## src/rtl/adf4158_pkg.sv

```systemverilog
// Shared types and constants for the ADF4158 programming engine.
package adf4158_pkg;

  localparam int unsigned ADF4158_NREG  = 8;
  localparam int unsigned ADF4158_REG_W = 32;

  typedef enum logic [2:0] {
    IDLE,
    PWRUP,
    LOAD,
    SHIFT,
    LATCH,
    DONE
  } state_e;

  // Counter/index width that stays legal when the range collapses to one value.
  function automatic int unsigned clog2_min1(input int unsigned v);
    return (v > 1) ? $clog2(v) : 1;
  endfunction

endpackage

```

## src/rtl/adf4158_prog_if.sv

```systemverilog
// Host-side control/status bundle of the ADF4158 programming engine.
interface adf4158_prog_if
  import adf4158_pkg::*;
#(
  parameter int unsigned NREG  = ADF4158_NREG,
  parameter int unsigned REG_W = ADF4158_REG_W
);

  localparam int unsigned AW = clog2_min1(NREG);

  logic             cfg_we_i;
  logic [AW-1:0]    cfg_addr_i;
  logic [REG_W-1:0] cfg_data_i;
  logic             start_i;
  logic             ramp_i;
  logic             busy_o;
  logic             done_o;
  logic             configured_o;

  modport master (
    output cfg_we_i, cfg_addr_i, cfg_data_i, start_i, ramp_i,
    input  busy_o, done_o, configured_o
  );

  modport slave (
    input  cfg_we_i, cfg_addr_i, cfg_data_i, start_i, ramp_i,
    output busy_o, done_o, configured_o
  );

endinterface

```

## src/rtl/adf4158_ser.sv

```systemverilog
// Bit timer and MSB-first shift register for one PLL register word.
// word_done is raised during the final cycle of the word so the caller can
// raise LE on the same edge that returns clk_o/data_o low.
module adf4158_ser
  import adf4158_pkg::*;
#(
  parameter int unsigned REG_W   = ADF4158_REG_W,
  parameter int unsigned CLK_DIV = 2
) (
  input  logic             clk_i,
  input  logic             rst_n_i,
  input  logic             load,
  input  logic [REG_W-1:0] word,
  output logic             clk_o,
  output logic             data_o,
  output logic             word_done
);

  localparam int unsigned PH_W  = clog2_min1(2 * CLK_DIV);
  localparam int unsigned BIT_W = clog2_min1(REG_W);

  logic [REG_W-1:0] sreg;
  logic [PH_W-1:0]  ph_cnt;
  logic [BIT_W-1:0] bit_cnt;
  logic             active;

  // Low phase then high phase per bit; data advances as clk_o falls.
  always_ff @(posedge clk_i or negedge rst_n_i) begin
    if (!rst_n_i) begin
      sreg      <= '0;
      ph_cnt    <= '0;
      bit_cnt   <= '0;
      active    <= 1'b0;
      clk_o     <= 1'b0;
      data_o    <= 1'b0;
      word_done <= 1'b0;
    end else begin
      word_done <= 1'b0;
      if (load) begin
        sreg    <= word;
        data_o  <= word[REG_W-1];
        clk_o   <= 1'b0;
        ph_cnt  <= '0;
        bit_cnt <= '0;
        active  <= 1'b1;
      end else if (active) begin
        if (ph_cnt == PH_W'(2 * CLK_DIV - 1)) begin
          clk_o  <= 1'b0;
          ph_cnt <= '0;
          if (bit_cnt == BIT_W'(REG_W - 1)) begin
            active <= 1'b0;
            data_o <= 1'b0;
          end else begin
            bit_cnt <= bit_cnt + BIT_W'(1);
            sreg    <= {sreg[REG_W-2:0], 1'b0};
            data_o  <= sreg[REG_W-2];
          end
        end else begin
          ph_cnt <= ph_cnt + PH_W'(1);
          if (ph_cnt == PH_W'(CLK_DIV - 1)) clk_o <= 1'b1;
          if (ph_cnt == PH_W'(2 * CLK_DIV - 2) && bit_cnt == BIT_W'(REG_W - 1)) word_done <= 1'b1;
        end
      end
    end
  end

endmodule

```

## src/rtl/adf4158_prog.sv

```systemverilog
// ADF4158 programming engine: host-writable register bank serialised R(N-1)..R0
// over CLK/DATA/LE, with CE power-up delay and TXDATA gating until configured.
module adf4158_prog
  import adf4158_pkg::*;
#(
  parameter int unsigned NREG     = ADF4158_NREG,
  parameter int unsigned REG_W    = ADF4158_REG_W,
  parameter int unsigned CLK_DIV  = 2,
  parameter int unsigned LE_W     = 4,
  parameter int unsigned CE_DELAY = 16
) (
  input  logic          clk_i,
  input  logic          rst_n_i,
  adf4158_prog_if.slave host,
  output logic          ce_o,
  output logic          le_o,
  output logic          clk_o,
  output logic          data_o,
  output logic          txdata_o
);

  localparam int unsigned AW      = clog2_min1(NREG);
  localparam int unsigned CNT_MAX = (CE_DELAY > LE_W) ? CE_DELAY : LE_W;
  localparam int unsigned CNT_W   = clog2_min1(CNT_MAX);

  state_e           state;
  logic [AW-1:0]    idx;
  logic [CNT_W-1:0] cnt;
  logic [REG_W-1:0] bank [NREG];

  logic             addr_ok_c;
  logic             wr_c;
  logic             load_c;
  logic [REG_W-1:0] word_c;
  logic             word_done;

  // Out-of-range addresses only exist when NREG is not a power of two.
  generate
    if (NREG == (1 << AW)) begin : g_addr_full
      assign addr_ok_c = 1'b1;
    end else begin : g_addr_part
      assign addr_ok_c = (32'(host.cfg_addr_i) < NREG);
    end
  endgenerate

  assign wr_c   = host.cfg_we_i & ~host.busy_o & addr_ok_c;
  assign load_c = (state == LOAD);
  assign word_c = bank[idx];

  // Register bank; frozen while a pass is running.
  always_ff @(posedge clk_i or negedge rst_n_i) begin
    if (!rst_n_i) begin
      for (int unsigned i = 0; i < NREG; i++) bank[i] <= '0;
    end else if (wr_c) begin
      bank[host.cfg_addr_i] <= host.cfg_data_i;
    end
  end

  // Pass sequencer with registered CE/LE/status and TXDATA gating.
  always_ff @(posedge clk_i or negedge rst_n_i) begin
    if (!rst_n_i) begin
      state             <= IDLE;
      idx               <= '0;
      cnt               <= '0;
      host.busy_o       <= 1'b0;
      host.done_o       <= 1'b0;
      host.configured_o <= 1'b0;
      ce_o              <= 1'b0;
      le_o              <= 1'b1;
      txdata_o          <= 1'b0;
    end else begin
      host.done_o <= 1'b0;
      txdata_o    <= host.ramp_i & host.configured_o & ~host.busy_o;
      case (state)
        IDLE: begin
          if (host.start_i) begin
            host.busy_o <= 1'b1;
            idx         <= AW'(NREG - 1);
            cnt         <= '0;
            if (!ce_o) begin
              ce_o  <= 1'b1;
              state <= PWRUP;
            end else begin
              le_o  <= 1'b0;
              state <= LOAD;
            end
          end
        end
        PWRUP: begin
          if (cnt == CNT_W'(CE_DELAY - 1)) begin
            le_o  <= 1'b0;
            state <= LOAD;
          end else begin
            cnt <= cnt + CNT_W'(1);
          end
        end
        LOAD: begin
          state <= SHIFT;
        end
        SHIFT: begin
          if (word_done) begin
            le_o  <= 1'b1;
            cnt   <= '0;
            state <= LATCH;
          end
        end
        LATCH: begin
          if (cnt == CNT_W'(LE_W - 1)) begin
            if (idx != '0) begin
              idx   <= idx - AW'(1);
              le_o  <= 1'b0;
              state <= LOAD;
            end else begin
              state <= DONE;
            end
          end else begin
            cnt <= cnt + CNT_W'(1);
          end
        end
        DONE: begin
          host.done_o       <= 1'b1;
          host.busy_o       <= 1'b0;
          host.configured_o <= 1'b1;
          state             <= IDLE;
        end
        default: state <= IDLE;
      endcase
    end
  end

  adf4158_ser #(
    .REG_W   (REG_W),
    .CLK_DIV (CLK_DIV)
  ) u_ser (
    .clk_i     (clk_i),
    .rst_n_i   (rst_n_i),
    .load      (load_c),
    .word      (word_c),
    .clk_o     (clk_o),
    .data_o    (data_o),
    .word_done (word_done)
  );

endmodule

```

## src/flat_wrapper.sv

```systemverilog
// flat-port wrapper written by rule: the top's interface ports become plain ports
module adf4158_prog_flat import adf4158_pkg::*;
#(
  parameter int unsigned NREG     = ADF4158_NREG,
  parameter int unsigned REG_W    = ADF4158_REG_W,
  parameter int unsigned CLK_DIV  = 2,
  parameter int unsigned LE_W     = 4,
  parameter int unsigned CE_DELAY = 16
)
  (clk_i, rst_n_i, ce_o, le_o, clk_o, data_o, txdata_o, host_cfg_we_i, host_cfg_addr_i, host_cfg_data_i, host_start_i, host_ramp_i, host_busy_o, host_done_o, host_configured_o);
  adf4158_prog_if #(.NREG(NREG), .REG_W(REG_W)) host_i ();
  input  logic clk_i;
  input  logic rst_n_i;
  output logic ce_o;
  output logic le_o;
  output logic clk_o;
  output logic data_o;
  output logic txdata_o;
  input wire logic [$bits(host_i.cfg_we_i)-1:0] host_cfg_we_i;
  input wire logic [$bits(host_i.cfg_addr_i)-1:0] host_cfg_addr_i;
  input wire logic [$bits(host_i.cfg_data_i)-1:0] host_cfg_data_i;
  input wire logic [$bits(host_i.start_i)-1:0] host_start_i;
  input wire logic [$bits(host_i.ramp_i)-1:0] host_ramp_i;
  output wire logic [$bits(host_i.busy_o)-1:0] host_busy_o;
  output wire logic [$bits(host_i.done_o)-1:0] host_done_o;
  output wire logic [$bits(host_i.configured_o)-1:0] host_configured_o;
  assign host_i.cfg_we_i = host_cfg_we_i;
  assign host_i.cfg_addr_i = host_cfg_addr_i;
  assign host_i.cfg_data_i = host_cfg_data_i;
  assign host_i.start_i = host_start_i;
  assign host_i.ramp_i = host_ramp_i;
  assign host_busy_o = host_i.busy_o;
  assign host_done_o = host_i.done_o;
  assign host_configured_o = host_i.configured_o;
  adf4158_prog #(.NREG(NREG), .REG_W(REG_W), .CLK_DIV(CLK_DIV), .LE_W(LE_W), .CE_DELAY(CE_DELAY)) u_core (.clk_i(clk_i), .rst_n_i(rst_n_i), .host(host_i), .ce_o(ce_o), .le_o(le_o), .clk_o(clk_o), .data_o(data_o), .txdata_o(txdata_o));
endmodule
```

## config.mk

```make
export PLATFORM = sky130hd
export DESIGN_NAME = adf4158_prog_flat
export DESIGN_NICKNAME = d
export VERILOG_FILES = /design/src/rtl/adf4158_pkg.sv /design/src/rtl/adf4158_prog_if.sv /design/src/rtl/adf4158_ser.sv /design/src/rtl/adf4158_prog.sv /design/src/flat_wrapper.sv
export SDC_FILE = /design/constraint.sdc
export NUM_CORES = 1
export LEC_CHECK = 0
export ABC_AREA = 0
export CORE_MARGIN = 5
export CORE_UTILIZATION = 45
export DETAILED_ROUTE_END_ITERATION = 8
export SYNTH_ARGS = -nofsm -noshare
export SYNTH_HDL_FRONTEND = slang
export SYNTH_SLANG_ARGS = --single-unit
```

## constraint.sdc

```tcl
create_clock -name clk_i -period 2.1 [get_ports clk_i]
set_clock_uncertainty 0.2 [all_clocks]
set_input_delay 0.525 -clock clk_i [delete_from_list [all_inputs] [get_ports clk_i]]
set_output_delay 0.525 -clock clk_i [all_outputs]
set_load 0.05 [all_outputs]
```

==> qor.yml, run 1 <==
status:
  outcome: "completed"
finish:
  fraction_of_layout_cells_with_a_size_suffix_above_1_pct: 48.9
  final_common_cell: "dfrtp_1"
  mostFrequentLayoutCells: "dfrtp_1 (310), mux2_2 (254), mux4_2 (64)"
  diodes: 0
  areaGrowthSynthToFinish_pct: 20.9
  post-route-cell-area_um2: 17200
  fin_nets: 1082
worst_setup_path:
  ff_to_ff_end: "u_core.u_ser.sreg[15]$_DFFE_PN0P_"
  cpMaxStageDelayCell: "dfrtp_1"
  worstPathArrival_ns: 2.28
  worstSetupEndpointType: "register"
  regToRegSetupSlack_ns: 0.0004
  worst_path_dominant_cell_family: "simple AND/OR/NAND/NOR gates"
  reg2regPathDepth: 9
  crit_required_ns: 2.28
  worst-path-max-fanout: 8
  crit_top_cell: "buf_6"
  timing.rr.start: "u_core.u_ser.bit_cnt[0]$_DFFE_PN0P_"
  criticalPathCategory: "register to register"
  timing.critical_path.buf_inv: 2
  worstSetupStartpointType: "register"
  worst_stage_delay_on_the_critical_path_ns: 0.38
  cp_cell_sequence: "ha_2, and3_4, ha_4, nand3b_1, buf_6, buf_6, and2_1, a211oi_2, a21oi_1"
  worst_setup_path_startpoint: "u_core.u_ser.bit_cnt[0]$_DFFE_PN0P_"
min_path:
  worst_hold_path.endpoint: "u_core.bank[122]$_DFFE_PN0P_"
  hold_removal_path_class: "register to register"
  worst_hold_startpoint: "u_core.bank[122]$_DFFE_PN0P_"
  holdPathStages: 1
synthesis:
  async_reset_ff_share_pct: 100
  syn_area_um2: 14200
  synth_enable_flop_cells: 0
  yosys.cell_types.count: 53
  syn-instance-count: 943
  syn-num-nets: 991
  ys.warnings.count: 0
  synth_sequential_area_ratio_pct: 55.2
  avgSynthCellArea_um2: 15.1
  ys.flop_type: "dfrtp_1"
  ys_ff_latch: 314
power_and_ir_drop:
  total_power_uw: 20700
  worst_ir_drop_vdd_mv: 0.672
  power_per_cell_area_nw_per_um2: 1200
  p_leak_uw: 0.00812
cts:
  cts_inserted_buffers: 36
  clk_pin_slew_worst_paths_ns: 0.06
  max-clock-path-buffers: 3
  worst_skew_pair.late_latency_ns: 0.51
  cts_max_level: 2
  clk_root_buffer_cell: "clkbuf_16"
  numClockSinks: 314
  tritoncts: "built"
sta:
  setup_viol_count_final: 0
  grt_setup_unrepaired: "true"
  period_minus_slack_ns: 2.10
  portion_of_the_clock_cycle_consumed_by_the_worst_path_in_the_final_layout_pct: 100
  max_slew.worst_pin.slew_ns: 0.484
  tightest_slew_margin_relative_to_the_limit_pct: 67.7
  clock.fmax_mhz: 476
  final_max_slew_violation_count: 0
  finalHoldViolCount: 0
detailed_routing:
  postRouteWirelength_um: 29800
  first_pass_iters: 4
  drt.antenna.violating_nets: 0
  detail_route.wl_per_cell_um: 20.4
  vias_per_cell: 5.54
  dr_iter_0_viols: 408
  drc: 0
  via_count: 8092
floorplan:
  die_w_um: 188
  initial_core_util_pct: 45.3
  io_pins: 48
  die-height_um: 188
  fp.dieArea_um2: 35300
  core_ar_um2: 31400
  num_rows: 65
global_routing:
  first_global_vias: 8880
  grtUsageTotal_pct: 17.4
  pin_count_of_the_biggest_net_entering_global_routing: 75
  grt_antenna_before_repair: 0
  grt_first_pass_wirelength_um: 49800
  global_route.overflow_total: 0
place:
  numPortBuffers: 47
  dpl_cell_area_um2: 15700
  globalplace.congestion: 0.736
  place_hpwl_um: 18100
run:
  drv.max_cap_violation_count: 0
-- cells in the mapped netlist (5+ instances only) --
cell type / number / area (µm²)
nand2_1: 16 / 60.1
nor2_1: 15 / 56.3
dfrtp_1: 313 / 7830
mux2_2: 254 / 2860
clkbuf_1: 16 / 60.1
a21oi_1: 39 / 195
inv_1: 8 / 30.0
mux2i_1: 33 / 330
and2_1: 30 / 188
a211oi_1: 34 / 255
nand3b_1: 6 / 45.0
mux4_2: 64 / 1440
buf_2: 32 / 160
ha_1: 8 / 100
nand2b_1: 5 / 31.3
buf_4: 9 / 67.6
-- sequential cells by signal (all words and copies together) (netlist names), 2 cells and up --
signal                count
u_core.bank             256
u_core.cnt                4
u_core.idx                3
u_core.state              3
u_core.u_ser.bit_cnt      5
u_core.u_ser.ph_cnt       2
u_core.u_ser.sreg        31
-- power breakdown --
group | switching (µW) | internal [µW] | leakage [µW]
sequential | 1010 | 7930 | 0.00412
clock | 2430 | 3920 | 0.000601
combinational | 2110 | 3240 | 0.00340
-- cell families (layout without fill, tap and decap cells) --
family                   count (synthesis)  after routing  share of synthesized area (%)
adder cells (fa/ha/maj)                  8              8                          0.704
AND/OR/NAND/NOR                         97             97                           4.00
XOR/XNOR                                 5              5                          0.308
AO/OA/AOI/OAI                           92             92                           4.25
multiplexers                           355            355                           32.9
buffers and inverters                   72            188                           2.63
flip-flops                             314            314                           55.2
-- per-stage QoR --
| step | setup TNS (ns) | instances | util [%] | setup WS [ns] | hold WS, ns |
|---|---|---|---|---|---|
| finish | 0 | 1461 | 54.8 | 0.000442 | 0.291 |
| detailed placement | -86.60 | 1391 | 50.0 | -0.403 | 0.245 |
| global route | -1.16 | 1461 | 54.8 | -0.0871 | 0.309 |
| CTS | -0.00382 | 1459 | 54.6 | -0.00198 | 0.294 |
| floorplan | 0 | 943 | - | 0.00797 | 0.0294 |
| global placement | -81.20 | 1391 | 50.0 | -0.377 | 0.248 |
-- worst max path at each step --
stage          cells after the start                           endpoint
6_report                           9  u_core.u_ser.sreg[15]$_DFFE_PN0P_
5_1_grt                            9  u_core.u_ser.sreg[11]$_DFFE_PN0P_
4_1_cts                            9   u_core.u_ser.sreg[5]$_DFFE_PN0P_
3_5_place_dp                       7       u_core.bank[122]$_DFFE_PN0P_
3_3_place_gp                       5        u_core.bank[75]$_DFFE_PN0P_
2_1_floorplan                      4        u_core.bank[33]$_DFFE_PN0P_
-- area by class of cell --
class | count | area [µm²]
tap | 402 | 503
fill | 2590 | 14200
sequential | 314 | 7870
multi-input combinational | 557 | 6250
timing repair buffer | 117 | 1340
inverter | 8 | 30.0
clock inverter | 10 | 136
clock buffer | 53 | 1080
-- metal layers --
| metal | global-route usage [%] | up-vias | part of all wire [%] |
|---|---|---|---|
| met5 | 0 | - | 0 |
| met4 | 4.26 | 0 | 1.6 |
| met3 | 2.44 | 36 | 2.4 |
| met2 | 28.3 | 82 | 48 |
| met1 | 25.1 | 4279 | 48 |
| li1 | - | 3695 | - |
-- what timing repair did --
action | in CTS | in global routing
pin swaps | 13 | 26
hold endpoints to repair | 27 | 0
hold buffers | 1 | 0
cloned | 2 | 0
gates resized for setup | 42 | 18
buffers inserted | 2 | 2
setup endpoints to repair | 30 | 31
Note: power is estimated with default switching activity, not from simulation.
==> inputs of run 2 (changes only) <==
--- a/config.mk
+++ b/config.mk
@@ -6,9 +6,11 @@
 export NUM_CORES = 1
 export LEC_CHECK = 0
 export ABC_AREA = 0
+export CORE_ASPECT_RATIO = 1.4
 export CORE_MARGIN = 5
 export CORE_UTILIZATION = 45
 export DETAILED_ROUTE_END_ITERATION = 8
+export SKIP_CTS_REPAIR_TIMING = 1
 export SYNTH_ARGS = -nofsm -noshare
 export SYNTH_HDL_FRONTEND = slang
 export SYNTH_SLANG_ARGS = --single-unit
==> run 2 against run 1 <==
Compared with the run above: cell count down 0.96%; the run now ends with setup timing left; maximum frequency down 2.0%; power down 1.3%; critical path depth unchanged; sequential share of layout area up 0.067 points; critical endpoint is now u_core.u_ser.sreg[17]$_DFFE_PN0P_; combinational power up 5.6%; hold slack worse by 0.14 ns; sequential cell count unchanged; clock power down 9.6%; sequential power about the same; highest routed layer unchanged; die area up 0.14%; first-iteration DRC count down 13%.
==> qor.yml, run 2 (same netlist as run 1, synthesis figures left out) <==
finish:
  biggestRegsByFlops: "u_core.bank x256, u_core.u_ser.sreg x31, u_core.u_ser.bit_cnt x5"
  flip_flop_count_of_the_largest_register_after_layout: 256  # unchanged
  final-instance-count-excl-fill: 1447  # -0.96%
  areaGrowthSynthToFinish_pct: 20.7
  final_common_cell: "dfrtp_1"
  fraction_of_layout_cells_with_a_size_suffix_above_1_pct: 50.1  # +1.2 points
  mostFrequentLayoutCells: "dfrtp_1 (309), mux2_2 (254), mux4_2 (64)"
  largest_register: "u_core.bank"
  diodes: 0  # unchanged
  fin_nets: 1078  # -0.37%
floorplan:
  initial_core_util_pct: 45.3  # about the same
  die_w_um: 160  # -15%
  fp.dieArea_um2: 35300  # +0.14%
  core_ar_um2: 31400  # about the same
  num_rows: 77  # +18%
  io_pins: 48  # unchanged
  die-height_um: 220  # +17%
sta:
  period_minus_slack_ns: 2.14  # +0.0426 ns
  setup_viol_count_final: 30  # +30
  tightest_slew_margin_relative_to_the_limit_pct: 58.9  # -8.9 points
  final_max_slew_violation_count: 0  # unchanged
  finalHoldViolCount: 0  # unchanged
  max_slew.worst_pin.slew_ns: 0.617  # +0.133 ns
  finalWorstSetupSlack_ns: -0.0421  # -0.0426 ns
  portion_of_the_clock_cycle_consumed_by_the_worst_path_in_the_final_layout_pct: 102  # +2.0 points
  clock.fmax_mhz: 467  # -2.0%
  grt_setup_unrepaired: "true"
place:
  globalplace.congestion: 0.741  # +0.72%
  dp_worst_setup_slack_ns: -0.415  # -0.0117 ns
  place_hpwl_um: 18300  # +1.1%
  place.detailed.instances: 1374  # -1.2%
  numPortBuffers: 47  # unchanged
cts:
  tritoncts: "built"
  clk_pin_slew_worst_paths_ns: 0.07  # about the same
  clk_root_buffer_cell: "clkbuf_16"
  max-clock-path-buffers: 3  # unchanged
  worst_skew_pair.late_latency_ns: 0.57  # +0.06 ns
  numClockSinks: 314  # unchanged
  cts_max_level: 1  # -1
  cts_inserted_buffers: 31  # -14%
worst_setup_path:
  worstSetupStartpointType: "register"
  worstPathArrival_ns: 2.37  # +0.09 ns
  worstSetupEndpointType: "register"
  crit_required_ns: 2.33  # +0.05 ns
  worst-path-max-fanout: 5  # -3
  criticalPathCategory: "register to register"
min_path:
  hold_removal_path_class: "input pin to asynchronous set/reset pin"
status:
  violations: "setup timing"
  outcome: "finished, violations left"
detailed_routing:
  drt.antenna.violating_nets: 0  # unchanged
  vias_per_cell: 5.65  # +2.0%
  drc: 0  # unchanged
  via_count: 8176  # +1.0%
  postRouteWirelength_um: 30800  # +3.3%
  detail_route.wl_per_cell_um: 21.3  # +4.3%
  dr_iter_0_viols: 357  # -13%
  first_pass_iters: 4  # unchanged
power_and_ir_drop:
  power.clock.fraction_pct: 28.2  # -2.6 points
  p_leak_uw: 0.00809  # -0.35%
  p_switching_uw: 5590  # +0.61%
  share_seq_of_total_power_pct: 44.0  # +0.7 points
  worst_ir_drop_vdd_mv: 0.674  # +0.20%
  internal-power_uw: 14800  # -2.0%
  power_per_cell_area_nw_per_um2: 1190  # -1.2%
  comb_power_share_pct: 27.8  # +1.9 points
  switching_share_pct: 27.4  # +0.53 points
global_routing:
  grt_antenna_before_repair: 0  # unchanged
  grt_first_pass_wirelength_um: 49200  # -1.2%
  grtUsageTotal_pct: 17.4  # -0.074 points
  global_route.overflow_total: 0  # unchanged
  first_global_vias: 8867  # -0.15%
  pin_count_of_the_biggest_net_entering_global_routing: 80  # +6.7%
run:
  drv.max_cap_violation_count: 0  # unchanged
[run 2: cell types whose count changed in the layout (fill, tap and decap cells not counted), moves of 2 or more]
cell,change
clkbuf_1,-3
buf_12,+3
and2_1,-11
clkbuf_16,-3
and2_4,+11
buf_6,+2
clkinv_2,-2
clkinvlp_4,+4
buf_4,-7
[run 2: power by group through the flow]
stage	clock (µW)	sequential [µW]	combinational [µW]
2_1_floorplan	0	8710	3580
3_3_place_gp	0	8950	4690
3_5_place_dp	0	9020	4820
4_1_cts	5920	8910	4840
5_1_grt	6150	9200	6180
6_report	5750	8970	5660
[run 2: metrics by stage]
step	total power, µW	setup TNS, ns	hold slack, ns	instance area (µm²)	utilization [%]
floorplan	12300	0	0.0294	14200	-
global placement	13600	-75.53	0.144	15600	49.7
detailed placement	13800	-74.74	0.144	15600	49.7
CTS	19700	-4.22	-0.472	16700	53.1
global route	21500	-3.16	0.148	17200	54.7
finish	20400	-0.718	0.156	17200	54.7
[run 2: layer usage]
layer	global-route usage (%)	up-vias	wire length, µm
li1	-	3670	-
met1	23.5	4367	13700
met2	30.3	108	15700
met3	2.01	31	925
met4	4.42	0	482
met5	0	-	0
[run 2: critical path, cell delays in order, from the launching register on]
cell	delay, ns
dfrtp_1	0.39
ha_2	0.19
and3_4	0.19
ha_4	0.15
nand3b_1	0.19
buf_6	0.17
clkbuf_16	0.16
and2_4	0.15
a211oi_2	0.15
a21oi_1	0.06
[run 2: worst paths after layout]
kind,end,from,cells after the start,slack [ns]
worst max-delay path,u_core.u_ser.sreg[17]$_DFFE_PN0P_,u_core.u_ser.bit_cnt[0]$_DFFE_PN0P_,9,-0.04
worst min-delay path,u_core.state[0]$_DFFE_PN0P_,rst_n_i,2,0.16
worst max register to register,u_core.u_ser.sreg[17]$_DFFE_PN0P_,u_core.u_ser.bit_cnt[0]$_DFFE_PN0P_,9,-0.04
worst min register to register,u_core.bank[115]$_DFFE_PN0P_,u_core.bank[115]$_DFFE_PN0P_,1,0.30
max in group asynchronous,u_core.bank[250]$_DFFE_PN0P_,rst_n_i,3,0.91
min in group clk_i,u_core.bank[115]$_DFFE_PN0P_,u_core.bank[115]$_DFFE_PN0P_,1,0.30
[run 2: area by class of cell]
type                       instances  area (µm²)
timing repair buffer             118        1450
clock inverter                    13         179
multi-input combinational        557        6280
clock buffer                      42         877
inverter                           8        30.0
sequential                       314        7870
fill                            2567       14200
tap                              395         494
==> inputs of run 3 (changes only) <==
--- a/config.mk
+++ b/config.mk
@@ -8,7 +8,7 @@
 export ABC_AREA = 0
 export CORE_ASPECT_RATIO = 1.4
 export CORE_MARGIN = 5
-export CORE_UTILIZATION = 45
+export CORE_UTILIZATION = 35
 export DETAILED_ROUTE_END_ITERATION = 8
 export SKIP_CTS_REPAIR_TIMING = 1
 export SYNTH_ARGS = -nofsm -noshare
==> run 3 against run 2 <==
Compared with the run above: the run still ends with setup timing left; worst setup slack worse by 0.063 ns; largest cell class unchanged; combinational power fell by 3%; maximum frequency fell by 2.9%; highest routed layer unchanged; largest power group unchanged.
==> qor.yml, run 3 (same netlist as run 1, synthesis figures left out) <==
worst_setup_path:
  criticalPathCategory: "register to register"
  worstSetupStartpointType: "register"
  worstSetupEndpointType: "register"
  worst_stage_delay_on_the_critical_path_ns: 0.38  # about the same
  worstPathArrival_ns: 2.39  # +0.02 ns
  cpMaxStageDelayCell: "dfrtp_1"
  crit_required_ns: 2.28  # -0.05 ns
  worst-path-max-fanout: 8  # +3
  timing.critical_path.buf_inv: 2  # unchanged
  worst_path_dominant_cell_family: "simple AND/OR/NAND/NOR gates"
  cp_cell_sequence: "ha_2, and3_4, ha_4, nand3b_1, buf_6, buf_8, and2_1, a211oi_1, a21oi_1"
power_and_ir_drop:
  internal-power_uw: 15000  # +1.1%
  comb_power_share_pct: 26.7  # -1.1 points
  power_per_cell_area_nw_per_um2: 1180  # -0.57%
  switching_share_pct: 27.3  # -0.12 points
  p_leak_uw: 0.00816  # +0.84%
  power.clock.fraction_pct: 29.8  # +1.6 points
  share_seq_of_total_power_pct: 43.5  # -0.5 points
  p_switching_uw: 5620  # +0.46%
  worst_ir_drop_vdd_mv: 0.470  # -30%
detailed_routing:
  first_pass_iters: 4  # unchanged
  detail_route.wl_per_cell_um: 19.7  # -7.4%
  drt.antenna.violating_nets: 0  # unchanged
  drc: 0  # unchanged
  postRouteWirelength_um: 31500  # +2.3%
  via_count: 8221  # +0.55%
  dr_iter_0_viols: 308  # -14%
  vias_per_cell: 5.15  # -8.9%
finish:
  fill_cells: 3663  # +43%
  flip_flop_count_of_the_largest_register_after_layout: 256  # unchanged
  post-route-cell-area_um2: 17400  # +1.5%
  utilization_pct: 43.3  # -11 points
  fin_nets: 1086  # +0.74%
  areaGrowthSynthToFinish_pct: 22.5
  final_common_cell: "dfrtp_1"
  area_of_the_multi_input_gates_um2: 6190  # -1.4%
  mostFrequentLayoutCells: "dfrtp_1 (309), mux2_2 (254), mux4_2 (64)"
  fraction_of_layout_cells_with_a_size_suffix_above_1_pct: 48.3  # -1.8 points
  ff_latch_area_um2: 7870  # unchanged
  biggestRegsByFlops: "u_core.bank x256, u_core.u_ser.sreg x31, u_core.u_ser.bit_cnt x5"
  largest_register: "u_core.bank"
cts:
  clk_pin_slew_worst_paths_ns: 0.06  # about the same
  clk_root_buffer_cell: "clkbuf_16"
  worst_skew_pair.late_latency_ns: 0.51  # -0.06 ns
  cts_inserted_buffers: 34  # +9.7%
  tritoncts: "built"
  numClockSinks: 314  # unchanged
  cts_max_level: 2  # +1
  max-clock-path-buffers: 3  # unchanged
sta:
  finalWorstSetupSlack_ns: -0.105  # -0.0631 ns
  grt_setup_unrepaired: "true"
  max_slew.worst_pin.slew_ns: 0.660  # +0.0431 ns
  final_max_slew_violation_count: 0  # unchanged
  tightest_slew_margin_relative_to_the_limit_pct: 56.0  # -2.9 points
  clock.fmax_mhz: 453  # -2.9%
  portion_of_the_clock_cycle_consumed_by_the_worst_path_in_the_final_layout_pct: 105  # +3.0 points
  finalHoldViolCount: 0  # unchanged
  period_minus_slack_ns: 2.21  # +0.0631 ns
  setup_viol_count_final: 26  # -13%
  hold_ws_ns: 0.287  # +0.131 ns
place:
  dpl_cell_area_um2: 16000  # +2.3%
  numPortBuffers: 47  # unchanged
  place_hpwl_um: 20300  # +11%
  globalplace.congestion: 0.763  # +3.0%
  dp_worst_setup_slack_ns: -0.520  # -0.105 ns
floorplan:
  core_ar_um2: 40300  # +28%
  num_rows: 87  # +13%
  die-height_um: 249  # +13%
  fp.dieArea_um2: 44800  # +27%
  io_pins: 48  # unchanged
  die_w_um: 180  # +13%
  initial_core_util_pct: 35.3  # -10 points
global_routing:
  global_route.overflow_total: 0  # unchanged
  grtUsageTotal_pct: 13.6  # -3.7 points
  pin_count_of_the_biggest_net_entering_global_routing: 75  # -6.3%
  grt_first_pass_wirelength_um: 50100  # +1.8%
  first_global_vias: 8864  # -0.034%
  grt_antenna_before_repair: 1  # +1
status:
  outcome: "finished, violations left"
  violations: "setup timing"
run:
  drv.max_cap_violation_count: 0  # unchanged
min_path:
  hold_removal_path_class: "register to register"
==> run 3: cell count changes in the layout (fill, tap and decap cells not counted), sizes merged <==
cell and delta:
clkinv +1, buf +7, clkdlybuf4s50 -1, inv -1
diode +1, clkbuf +5, dlymetal6s2s +1, bufinv -2
==> run 3: worst paths after layout <==
path	from	to	slack, ns	depth (start not counted)
max	u_core.u_ser.bit_cnt[1]$_DFFE_PN0P_	u_core.u_ser.sreg[26]$_DFFE_PN0P_	-0.11	9
min	u_core.host.configured_o$_DFFE_PN0P_	u_core.host.configured_o$_DFFE_PN0P_	0.29	1
max reg2reg	u_core.u_ser.bit_cnt[1]$_DFFE_PN0P_	u_core.u_ser.sreg[26]$_DFFE_PN0P_	-0.11	9
min reg2reg	u_core.host.configured_o$_DFFE_PN0P_	u_core.host.configured_o$_DFFE_PN0P_	0.29	1
max in group asynchronous	rst_n_i	u_core.bank[197]$_DFFE_PN0P_	0.75	4
min in group asynchronous	rst_n_i	u_core.bank[192]$_DFFE_PN0P_	0.30	2
==> run 3: final cells by class <==
cell class                      count  share of cell area [%]
Timing Repair Buffer              123                    8.64
Inverter                            8                   0.172
Tap cell                          534                    3.83
Antenna cell                        1                  0.0144
Sequential cell                   314                    45.1
Clock buffer                       49                    6.03
Multi-Input combinational cell    557                    35.5
Clock inverter                     11                   0.660
==> run 3: worst reg2reg max path, stage by stage (launching register included) <==
cell and delay (ns):
dfrtp_1 0.38, ha_2 0.19, and3_4 0.18, ha_4 0.15, nand3b_1 0.22, buf_6 0.19
buf_8 0.15, and2_1 0.16, a211oi_1 0.20, a21oi_1 0.06
==> run 3: metal layers <==
layer | global-route usage [%] | up-vias | part of all wire, %
met1 | 18.0 | 4389 | 43
met3 | 2.06 | 43 | 2.8
met5 | 0 | - | 0
li1 | - | 3682 | -
met4 | 3.63 | 0 | 1.9
met2 | 23.6 | 107 | 52
==> run 3: power groups by stage <==
| stage | registers (µW) | logic, µW | clock network, µW |
|---|---|---|---|
| 6_report | 8950 | 5480 | 6140 |
| 5_1_grt | 9160 | 6000 | 6550 |
| 4_1_cts | 8900 | 4980 | 6330 |
| 3_5_place_dp | 9010 | 4950 | 0 |
| 3_3_place_gp | 8920 | 4820 | 0 |
| 2_1_floorplan | 8710 | 3580 | 0 |
==> run 3: per-stage QoR <==
stage	power, µW	cells	TNS (ns)
after floorplan	12300	943	0
after global placement	13700	1527	-92.34
after detailed placement	14000	1527	-97.20
after CTS	20200	1587	-1.95
after global routing	21700	1596	-4.27
final	20600	1597	-1.77
